[src/rtl/spi_pkg.sv]
// Shared types and constants for the sequenced SPI master.
// Frames are a 2-bit command code followed by 8 payload bits.
package spi_pkg;

    localparam int FRAME_W = 10;
    localparam int DATA_W  = 8;

    localparam logic [1:0] CMD_WR_ADDR = 2'b00;
    localparam logic [1:0] CMD_WR_DATA = 2'b01;
    localparam logic [1:0] CMD_RD_ADDR = 2'b10;
    localparam logic [1:0] CMD_RD_DATA = 2'b11;

    typedef enum logic [2:0] {
        IDLE,
        SETUP,
        CMD,
        SHIFT,
        TURN,
        RECV,
        GAP,
        DONE
    } state_t;

    typedef logic [FRAME_W-1:0] frame_t;

    function automatic frame_t make_frame(
        input logic [1:0]        cmd,
        input logic [DATA_W-1:0] data
    );
        return {cmd, data};
    endfunction

endpackage

[src/rtl/spi_bit_counter.sv]
// 4-bit loadable down-counter that saturates at zero.
// Timed FSM states reload it on entry and leave when it reads zero.
module spi_bit_counter (
    input  logic       clk,
    input  logic       rst,
    input  logic       load,
    input  logic       en,
    input  logic [3:0] load_val,
    output logic       zero
);

    logic [3:0] cnt;

    always_ff @(posedge clk) begin
        if (rst) begin
            cnt <= 4'd0;
        end else if (load) begin
            cnt <= load_val;
        end else if (en && cnt != 4'd0) begin
            cnt <= cnt - 4'd1;
        end
    end

    assign zero = (cnt == 4'd0);

endmodule

[src/rtl/spi_master_seq.sv]
// Two-frame SPI master sequencing register writes and reads.
// State and all outputs are registered from the next-state decode.
module spi_master_seq
    import spi_pkg::*;
#(
    parameter int unsigned GAP_CYC  = 2,
    parameter int unsigned TURN_CYC = 3
) (
    input  logic       clk,
    input  logic       rst,
    input  logic       req_valid,
    output logic       req_ready,
    input  logic       req_op,
    input  logic [7:0] req_addr,
    input  logic [7:0] req_wdata,
    output logic       rsp_valid,
    output logic [7:0] rsp_rdata,
    output logic       busy,
    output logic       SS_n,
    output logic       MOSI,
    input  logic       MISO
);

    localparam logic [3:0] SHIFT_LD = 4'(FRAME_W - 1);
    localparam logic [3:0] RECV_LD  = 4'(DATA_W - 1);
    localparam logic [3:0] GAP_LD   = 4'(GAP_CYC - 1);
    localparam logic [3:0] TURN_LD  =
        (TURN_CYC == 0) ? 4'd0 : 4'(TURN_CYC - 1);

    state_t      state;
    state_t      state_nxt;
    logic        accept;
    logic        cnt_load;
    logic [3:0]  cnt_val;
    logic        cnt_zero;
    logic        second;
    logic        op_q;
    logic [7:0]  wdata_q;
    frame_t      sh;
    logic [7:0]  rx;

    assign accept = req_valid && req_ready;

    always_comb begin
        state_nxt = state;
        unique case (state)
            IDLE:  if (accept) state_nxt = SETUP;
            SETUP: state_nxt = CMD;
            CMD:   state_nxt = SHIFT;
            SHIFT: begin
                if (cnt_zero) begin
                    if (second && op_q)
                        state_nxt = (TURN_CYC == 0) ? RECV : TURN;
                    else
                        state_nxt = GAP;
                end
            end
            TURN:  if (cnt_zero) state_nxt = RECV;
            RECV:  if (cnt_zero) state_nxt = GAP;
            GAP:   if (cnt_zero) state_nxt = second ? DONE : SETUP;
            DONE:  state_nxt = IDLE;
            default: state_nxt = IDLE;
        endcase
    end

    // Every state change reloads the counter for the state being entered.
    always_comb begin
        cnt_load = (state_nxt != state);
        cnt_val  = 4'd0;
        unique case (state_nxt)
            SHIFT:   cnt_val = SHIFT_LD;
            TURN:    cnt_val = TURN_LD;
            RECV:    cnt_val = RECV_LD;
            GAP:     cnt_val = GAP_LD;
            default: cnt_val = 4'd0;
        endcase
    end

    spi_bit_counter u_cnt (
        .clk      (clk),
        .rst      (rst),
        .load     (cnt_load),
        .en       (!cnt_load),
        .load_val (cnt_val),
        .zero     (cnt_zero)
    );

    always_ff @(posedge clk) begin
        if (rst) begin
            state     <= IDLE;
            SS_n      <= 1'b1;
            MOSI      <= 1'b0;
            rsp_valid <= 1'b0;
            rsp_rdata <= 8'h00;
            busy      <= 1'b0;
            req_ready <= 1'b1;
            second    <= 1'b0;
            op_q      <= 1'b0;
            wdata_q   <= 8'h00;
            sh        <= '0;
            rx        <= 8'h00;
        end else begin
            state     <= state_nxt;
            busy      <= (state_nxt != IDLE);
            req_ready <= (state_nxt == IDLE);
            rsp_valid <= (state_nxt == DONE);

            if (accept) begin
                op_q    <= req_op;
                wdata_q <= req_wdata;
                second  <= 1'b0;
                sh      <= make_frame(
                    req_op ? CMD_RD_ADDR : CMD_WR_ADDR, req_addr);
            end

            if (state == GAP && state_nxt == SETUP) begin
                second <= 1'b1;
                sh     <= op_q ? make_frame(CMD_RD_DATA, 8'h00)
                               : make_frame(CMD_WR_DATA, wdata_q);
            end

            // LSB arrives first, so after eight shifts it sits in bit 0.
            if (state == RECV)
                rx <= {MISO, rx[7:1]};

            unique case (state_nxt)
                SETUP: begin
                    SS_n <= 1'b0;
                    MOSI <= 1'b0;
                end
                CMD: begin
                    SS_n <= 1'b0;
                    MOSI <= sh[FRAME_W-1];
                end
                SHIFT: begin
                    SS_n <= 1'b0;
                    MOSI <= sh[0];
                    sh   <= sh >> 1;
                end
                TURN, RECV: begin
                    SS_n <= 1'b0;
                    MOSI <= 1'b0;
                end
                default: begin
                    SS_n <= 1'b1;
                    MOSI <= 1'b0;
                end
            endcase

            if (state_nxt == DONE && op_q)
                rsp_rdata <= rx;
        end
    end

endmodule
[config.mk]
export PLATFORM = sky130hd
export DESIGN_NAME = spi_master_seq
export DESIGN_NICKNAME = d
export VERILOG_FILES = /design/src/rtl/spi_pkg.sv /design/src/rtl/spi_bit_counter.sv /design/src/rtl/spi_master_seq.sv
export SDC_FILE = /design/constraint.sdc
export NUM_CORES = 1
export LEC_CHECK = 0
export ABC_AREA = 1
export CELL_PAD_IN_SITES_DETAIL_PLACEMENT = 0
export CELL_PAD_IN_SITES_GLOBAL_PLACEMENT = 1
export CORE_AREA = 2 2 80 97
export CTS_CLUSTER_SIZE = 10
export DETAILED_ROUTE_END_ITERATION = 16
export DIE_AREA = 0 0 82 99
export GPL_TIMING_DRIVEN = 0
export PLACE_DENSITY = 0.79
export RECOVER_POWER = 50
export SYNTH_ARGS = -nofsm -noshare
export SYNTH_HDL_FRONTEND = slang
export SYNTH_SLANG_ARGS = --single-unit
[constraint.sdc]
create_clock -name clk -period 2.02 [get_ports clk]
set_input_delay 0.202 -clock clk [delete_from_list [all_inputs] [get_ports clk]]
set_output_delay 0.202 -clock clk [all_outputs]
set_load 0.02 [all_outputs]
Word-level counts from Yosys, hierarchy flattened
Cells that the tools add are included.
- flip-flop bits (word level): 48
- input bits: 21
- output and inout bits: 13
- logic and storage cells: 66
- add/subtract/negate cells: 1
- eq/ne operators: 15
- muxes and demuxes: 20
- reduce and logical (&&, ||, !) cells: 16
- operator list (operator ; number):
    $mux W10 ; 3
    $eq A3 B3 Y1 const B ; 8
    $pmux W3 S8 ; 1
    $mux W3 ; 6
    $pmux W4 S4 ; 1
    $eq A3 B2 Y1 const B ; 4
    $mux W9 ; 1
    $mux W4 ; 2
    $eq A3 B1 Y1 const B ; 2
    $logic_not A3 Y1 ; 2
    $reduce_bool A3 Y1 ; 2
    $logic_and A1 B1 Y1 ; 5
    $reduce_or A5 Y1 ; 1
    $logic_not A4 Y1 ; 1
    $mux W2 ; 2
    $reduce_bool A2 Y1 ; 2
    $reduce_bool A4 Y1 ; 1
    $sub A4 B1 Y4 const B ; 1
    $mux W1 ; 3
    $ne A3 B3 Y1 ; 1
    $pmux W1 S2 ; 1
    $reduce_or A2 Y1 ; 1
    $logic_not A1 Y1 ; 1

Logic depth before layout (Yosys ltp)
Gate-level depths: netlist (run 1).
- word-level depth: 9
- depth in mapped cells: 13
- mapped depth without buffers: 13

Modules after synthesis
A second synthesis (run 1) with hierarchy kept.
- cells, all modules: 317
- area, all modules: 2253.4 µm²
- modules (own cells, without submodules) (module ; times used ; cells an instance ; area an instance (µm²) ; seq. area each (µm²)):
    spi_master_seq ; 1 ; 276 ; 1979.4 ; 880.8
    spi_bit_counter ; 1 ; 41 ; 274.0 ; 80.1

Least setup slack after synthesis (run 1)
OpenSTA, ideal clock, no wires.
- path type: register -> register
- start point: register u_cnt.cnt[0]
- end point: register sh[3]
- library setup time: 117 ps
- data arrival time: 1545 ps
- data required time: 1903 ps
- path slack: 358 ps
- stages on the path, launching flop included: 14
- path buffers: 1
- clock period less this slack: 1662 ps
- path through: dfxtp_1 -> inv_1 -> ha_1 -> nand2_4 -> inv_2 -> nand2_1 -> nand2_1 -> nor2_4 -> nand2_4 -> buf_6 -> nand2_1 -> nand3_1 -> nor2_1 -> nor2_1
- word-level cells in the longest chain between the ends: 7
- elaborated cells on any way between the ends: 12
- those cells by class: eq/ne (2); mux (7); reduce/logical (3)
- RTL lines (what ; RTL line ; source):
    from (decl) ; spi_bit_counter.sv:12 ; logic [3:0] cnt;
    from (signal assigned) ; spi_bit_counter.sv:18 ; cnt <= load_val;
    from (signal assigned) ; spi_bit_counter.sv:20 ; cnt <= cnt - 4'd1;
    $logic_not A4 Y1 (*) ; spi_bit_counter.sv:24 ; assign zero = (cnt == 4'd0);
    $mux W3 (on tied branches) ; n/a ;
    $pmux W3 S8 (*) ; spi_master_seq.sv:46 ; unique case (state)
    $eq A3 B1 Y1 ; spi_master_seq.sv:116 ; if (state == GAP && state_nxt == SETUP) begin
    $logic_and A1 B1 Y1 ; spi_master_seq.sv:116 ;
    $mux W10 ; spi_master_seq.sv:116 ;
    $mux W9 ; spi_master_seq.sv:126 ; unique case (state_nxt)
    to (signal assigned) ; spi_master_seq.sv:112 ; sh <= make_frame(
    to (signal assigned) ; spi_master_seq.sv:118 ; sh <= op_q ? make_frame(CMD_RD_DATA, 8'h00)
    to (signal assigned) ; spi_master_seq.sv:138 ; sh <= sh >> 1;
    to (decl) ; spi_master_seq.sv:39 ; frame_t sh;
Every way passes the cells marked *; elsewhere a longest branch is shown, timed or not.
A chain may end at the register's enable or synchronous reset.

Final worst setup path (run 1)
Same ends and word-level chain as after synthesis.

==> results.cfg, run 1 <==
[outcome]
status = finished clean

[detailed_routing]
via_per_inst = 4.559
initialDrtViolationCount = 116
met3_length_um = 140
wl_um = 5219
ant_nets = 0
drtPass1Iterations = 4
route.vias.total = 2138
wl_met2_um = 2574
drcViolationCount = 0
drt-met1-wl_um = 2372
highest_layer = met4
routedWlPerCell_um = 11.13

[power]
p_leak_nw = 1.284
ir_drop_uv = 395.8
power_density_nw_per_um2 = 1069
power.total_w = 0.003078

[sta]
fmax_mhz = 538.7
hold_viol_final = 0
layout_min_cycle_time_ns = 1.856
finalCritPeriodShare = 0.9190
tns_ns = 0
setup_viol = 0
holdWs_ns = 0.4143
tightest_slew_ns = 0.5007
clock_skew_ns = 0.006938
slew_violations = 0
max-slew-margin-rel = 0.6662

[worst_setup_path]
crit_fanout = 10
required_ns = 2.22
endpoint_kind = flip-flop
path_cells = inv_1 -> ha_2 -> nand2_4 -> inv_2 -> nand2_1 -> nand2_1 -> nor2_4 -> nand2_4 -> buf_6 -> nand2_1 -> nand3_1 -> nor2_2 -> nor2_1
path_class = reg -> reg
critPathSlowestCell = dfxtp_1
slowest_delay_ns = 0.34
crit_top_cell = nand2_1
start_kind = flip-flop
cp.arrival_ns = 2.06

[clock_tree]
root_buffer = clkbuf_8
clockBufferDepth = 2
cts_tree = built
cts_buffers = 5
h-tree-depth = 2
clk_pin_slew_ns = 0.09
ctsHoldBuffers = 0
clock_latency_ns = 0.30
cts_sinks = 48

[yosys]
yosys_register_bits = 48
yosys.area.top_type = dfxtp_1
syn_nets = 358
synth-compound-area-share = 0.1152
synth_top_area_frac = 0.4154
yosys.area_share.simple = 0.3429
synth_top_family_by_area = simple AND/OR/NAND/NOR gates
synth.area.top_cells = dfxtp_1 42%, nand2_1 9.7%, nor2_1 9.1%
synth.area.mux_share = 0
ys_warn_count = 0
synth-main-ff-cell = dfxtp_1
synth_area_um2 = 2313
synthCells = 336
ys_types = 32
synth_edf_count = 0
synthAdderAreaFrac = 0.005408
syn_avg_cell_area_um2 = 6.885
synth_xor_area_frac = 0.007572
synth-async-reset-ratio = 0
ys_seq_area_frac = 0.4154

[final_layout]
final_cells = 469
diodes = 0
area_delta_synth_final_pct = 24.50
n_fill_cell = 783
postLayoutCellArea_um2 = 2880
nets = 400
layout-drive-gt1-share = 0.09499

[floorplanning]
dieArea_um2 = 8118
rows = 34
die_w_um = 82
design.core.area_um2 = 7147
initial_core_util = 0.3237
die_height_um = 99
io_pins = 34

[placement]
dp_hpwl_um = 3995
globalplace.congestion = 0.8758
port_buffers = 32
numPlacedInstances = 458
placed_cell_area_um2 = 2746

[global_route]
track_usage = 0.1425
grt_antenna_before_repair = 0
grt_max_degree = 15
grt_first_pass_wirelength_um = 9135
grt_overflow = 0
grt_pass1_vias = 2059

[min_path]
hp-class = in -> reg

[run]
cap_violations = 0
==> layer usage <==
metal	track usage	up-vias
li1	-	1137
met1	0.1726	967
met2	0.2477	24
met3	0.02656	10
met4	0.04872	0
met5	0	-
==> sequential cells by signal, summed over array words and instances, names as in the netlist, 3 cells and up <==
signal / count
state: 3
u_cnt.cnt: 4
rsp_rdata: 8
rx: 8
wdata_q: 8
sh: 10
==> stage by stage <==
step | setup WS, ns | util
finish | 0.1636 | 0.4030
global route | -0.007351 | 0.4030
CTS | 0.04072 | 0.3993
detailed placement | 0.03070 | 0.3843
global placement | 0.05698 | 0.3843
floorplan | 0.3577 | -
==> Yosys cell counts, types with 2 or more instances <==
cell type / number
inv_1: 48
inv_2: 4
nor2_1: 56
nand2_1: 60
dfxtp_1: 48
nand3_1: 18
nor2_4: 4
nand2_2: 4
clkbuf_1: 8
o21ai_1: 3
nor3_1: 4
nand3b_1: 2
xor2_1: 2
nand2_4: 2
a21oi_1: 24
nand4_1: 11
o21ai_0: 23
==> kinds of logic (layout without fill, tap and decap cells) <==
family,Yosys count,after routing
compound gates,52,52
buf+inv,66,109
flops,48,48
xor+xnor,2,2
fa+ha+maj,1,1
simple gates,167,167
==> path summary, 6_finish.rpt <==
kind	startpoint	end	slack, ns	depth (start not counted)
worst max-delay path	u_cnt.cnt[0]$_SDFFE_PP0P_	sh[3]$_SDFFE_PP0P_	0.16	13
worst min-delay path	rst	sh[3]$_SDFFE_PP0P_	0.41	4
worst max register to register	u_cnt.cnt[0]$_SDFFE_PP0P_	sh[3]$_SDFFE_PP0P_	0.16	13
worst min register to register	wdata_q[6]$_SDFFE_PP0P_	wdata_q[6]$_SDFFE_PP0P_	0.46	2
==> report_power, final <==
| part | total (W) | internal (W) | switching, W |
|---|---|---|---|
| clock | 0.000688 | 0.000368 | 0.000320 |
| sequential | 0.00123 | 0.00112 | 0.000106 |
| combinational | 0.00116 | 0.000433 | 0.000729 |
| total | 0.00308 | 0.00192 | 0.00116 |
==> cell usage in the layout, fill, tap and decap left out, drive strengths merged <==
cell           Yosys  routed
a21oi             24      24
buf                4       7
bufinv             0       1
clkbuf             8      14
clkdlybuf4s50      0      19
clkinv             1       2
dfxtp             48      48
dlygate4sd3        0      13
ha                 1       1
inv               53      53
nand2             66      66
nand3             20      20
nand3b             4       4
nand4             11      11
nor2              61      61
nor3               4       4
o21ai             27      27
o31ai              1       1
or2                1       1
xor2               2       2
==> worst max-delay path: cells and delay by family (launching register included) <==
family,cells,cell delay (ns)
buffers and inverters,3,0.28
adders and majority gates,1,0.24
DFF,1,0.34
and+or+nand+nor,9,0.89
==> repair_timing <==
item | CTS | global route
resized for setup | 0 | 4
setup endpoints to repair | 0 | 12
setup buffers | 0 | 3
hold endpoints to repair | 0 | 0
==> cell type report <==
| class | instances | area [µm²] | area share |
|---|---|---|---|
| Buffer | 12 | 58.81 | 0.02042 |
| Clock buffer | 6 | 72.57 | 0.02520 |
| Clock inverter | 2 | 35.03 | 0.01216 |
| Inverter | 54 | 205.2 | 0.07124 |
| Multi-Input combinational cell | 222 | 1092 | 0.3792 |
| Sequential cell | 48 | 960.9 | 0.3336 |
| Tap cell | 90 | 112.6 | 0.03910 |
| Timing Repair Buffer | 35 | 342.8 | 0.1190 |
(Power assumes the default switching activity.)
==> run 2, diff against run 1 <==
--- a/config.mk
+++ b/config.mk
@@ -12,8 +12,8 @@
 export CTS_CLUSTER_SIZE = 10
 export DETAILED_ROUTE_END_ITERATION = 16
 export DIE_AREA = 0 0 82 99
-export GPL_TIMING_DRIVEN = 0
-export PLACE_DENSITY = 0.79
+export GPL_TIMING_DRIVEN = 1
+export PLACE_DENSITY_LB_ADDON = 0.1
 export RECOVER_POWER = 50
 export SYNTH_ARGS = -nofsm -noshare
 export SYNTH_HDL_FRONTEND = slang
==> results.cfg, run 2 (synthesized netlist as in run 1, its figures left out) <==
[outcome]
status = finished clean

[global_route]
grt_overflow = 0
use_met3 = 0.03022
grt_util_met1 = 0.1768
grt_pass1_vias = 1932
grt_max_degree = 29
busiest_layer = met2
grt_antenna_before_repair = 0
track_usage = 0.1372
grt_first_pass_wirelength_um = 8659
met2_usage = 0.2239

[detailed_routing]
via_per_inst = 4.460
ant_nets = 0
initialDrtViolationCount = 32
drcViolationCount = 0
routedWlPerCell_um = 11.03
wl_um = 5105
drtPass1Iterations = 4
route.vias.total = 2065

[sta]
slew_violations = 0
tns_ns = 0
setup_viol = 0
tightest_slew_ns = 0.5128
rsz0062_at_grt = no
fmax_mhz = 552.7
max-slew-margin-rel = 0.6581
finalCritPeriodShare = 0.8956
hold_viol_final = 0
clock_skew_ns = 0.01099
layout_min_cycle_time_ns = 1.809

[worst_setup_path]
start_kind = flip-flop
critPathSlowestCell = dfxtp_1
critPathBufInv = 2
endpoint_kind = flip-flop
slowest_delay_ns = 0.32
path_cells = inv_1 -> ha_1 -> nand2_4 -> inv_2 -> nand2_1 -> nand2_1 -> nor2_4 -> nand2_4 -> nand3_2 -> o21ai_0 -> nor2_1
path_class = reg -> reg
cp.arrival_ns = 2.01
path_delay_family = simple AND/OR/NAND/NOR gates
required_ns = 2.22
crit_fanout = 15

[final_layout]
largest_reg_flops = 10
utilization = 0.4055
final_common_cell = nand2_1
nets = 394
area_delta_synth_final_pct = 25.26
top_register = sh
layout-drive-gt1-share = 0.09651
layout_common_cells = 60 x nand2_1, 56 x nor2_1, 49 x inv_1
diodes = 0

[floorplanning]
dieArea_um2 = 8118
rows = 34
die_height_um = 99
io_pins = 34
die_w_um = 82
design.core.area_um2 = 7147
initial_core_util = 0.3237

[run]
cap_violations = 0

[clock_tree]
ctsHoldBuffers = 0
clock_latency_ns = 0.30
cts_buffers = 5
cts_sinks = 48
clockBufferDepth = 2
cts_tree = built
root_buffer = clkbuf_8
h-tree-depth = 2
clk_pin_slew_ns = 0.09

[power]
power_density_nw_per_um2 = 1113
ir_drop_uv = 553.9
p_leak_nw = 1.296
power.total_w = 0.003225

[placement]
port_buffers = 33
globalplace.congestion = 0.8047
dp_hpwl_um = 3879

[min_path]
hp-class = reg -> reg
run 2: changes by cell type in the layout (fill, tap and decap cells not counted), sizes merged:
cell | before | now
clkinv | 2 | 1
clkbuf | 14 | 6
inv | 53 | 54
bufinv | 1 | 2
clkdlybuf4s50 | 19 | 20
run 2: repair_timing:
action                     CTS  global route
setup buffers                0             0
setup endpoints to repair    0             8
resized for setup            0             1
run 2: where the power goes:
group	switching (W)	internal, W	leakage (nW)	total (W)
Combinational	0.000716	0.000442	0.834	0.00116
Clock	0.000335	0.000498	0.0687	0.000834
Sequential	0.000110	0.00112	0.393	0.00123
run 2: final timing paths:
| kind | startpoint | end | slack (ns) | depth (start not counted) |
|---|---|---|---|---|
| min reg2reg | wdata_q[4]$_SDFFE_PP0P_ | wdata_q[4]$_SDFFE_PP0P_ | 0.46 | 2 |
| min | wdata_q[4]$_SDFFE_PP0P_ | wdata_q[4]$_SDFFE_PP0P_ | 0.46 | 2 |
| max | u_cnt.cnt[0]$_SDFFE_PP0P_ | sh[3]$_SDFFE_PP0P_ | 0.21 | 11 |
| max reg2reg | u_cnt.cnt[0]$_SDFFE_PP0P_ | sh[3]$_SDFFE_PP0P_ | 0.21 | 11 |
run 2: metrics by stage:
stage | setup WS, ns | instances | hold slack, ns | instance area (µm²)
after floorplan | 0.3577 | 336 | 0.3771 | 2313
after global placement | 0.2069 | 455 | 0.4390 | 2759
after detailed placement | 0.1585 | 455 | 0.4442 | 2759
after CTS | 0.1608 | 463 | 0.4607 | 2897
after global routing | 0.0009672 | 463 | 0.4867 | 2898
final | 0.2108 | 463 | 0.4557 | 2898
run 2: final cells by class:
type / instances / area (µm²)
clock buffer: 5 / 68.82
inverter: 54 / 205.2
fill: 778 / 4249
clock inverter: 3 / 68.82
sequential: 48 / 960.9
multi-input combinational: 222 / 1095
timing repair buffer: 41 / 386.6
tap: 90 / 112.6
run 2: routing by layer:
metal / share of wire / vias to the layer above / routed length, µm
li1: - / 1129 / -
met1: 0.48 / 900 / 2451
met2: 0.48 / 31 / 2426
met3: 0.032 / 5 / 162
met4: 0.013 / 0 / 64
met5: 0 / - / 0
run 2: worst min-delay path, stage by stage, from the launching register on:
cell     delay, ns
dfxtp_1       0.31
inv_1         0.06
a21oi_1       0.05
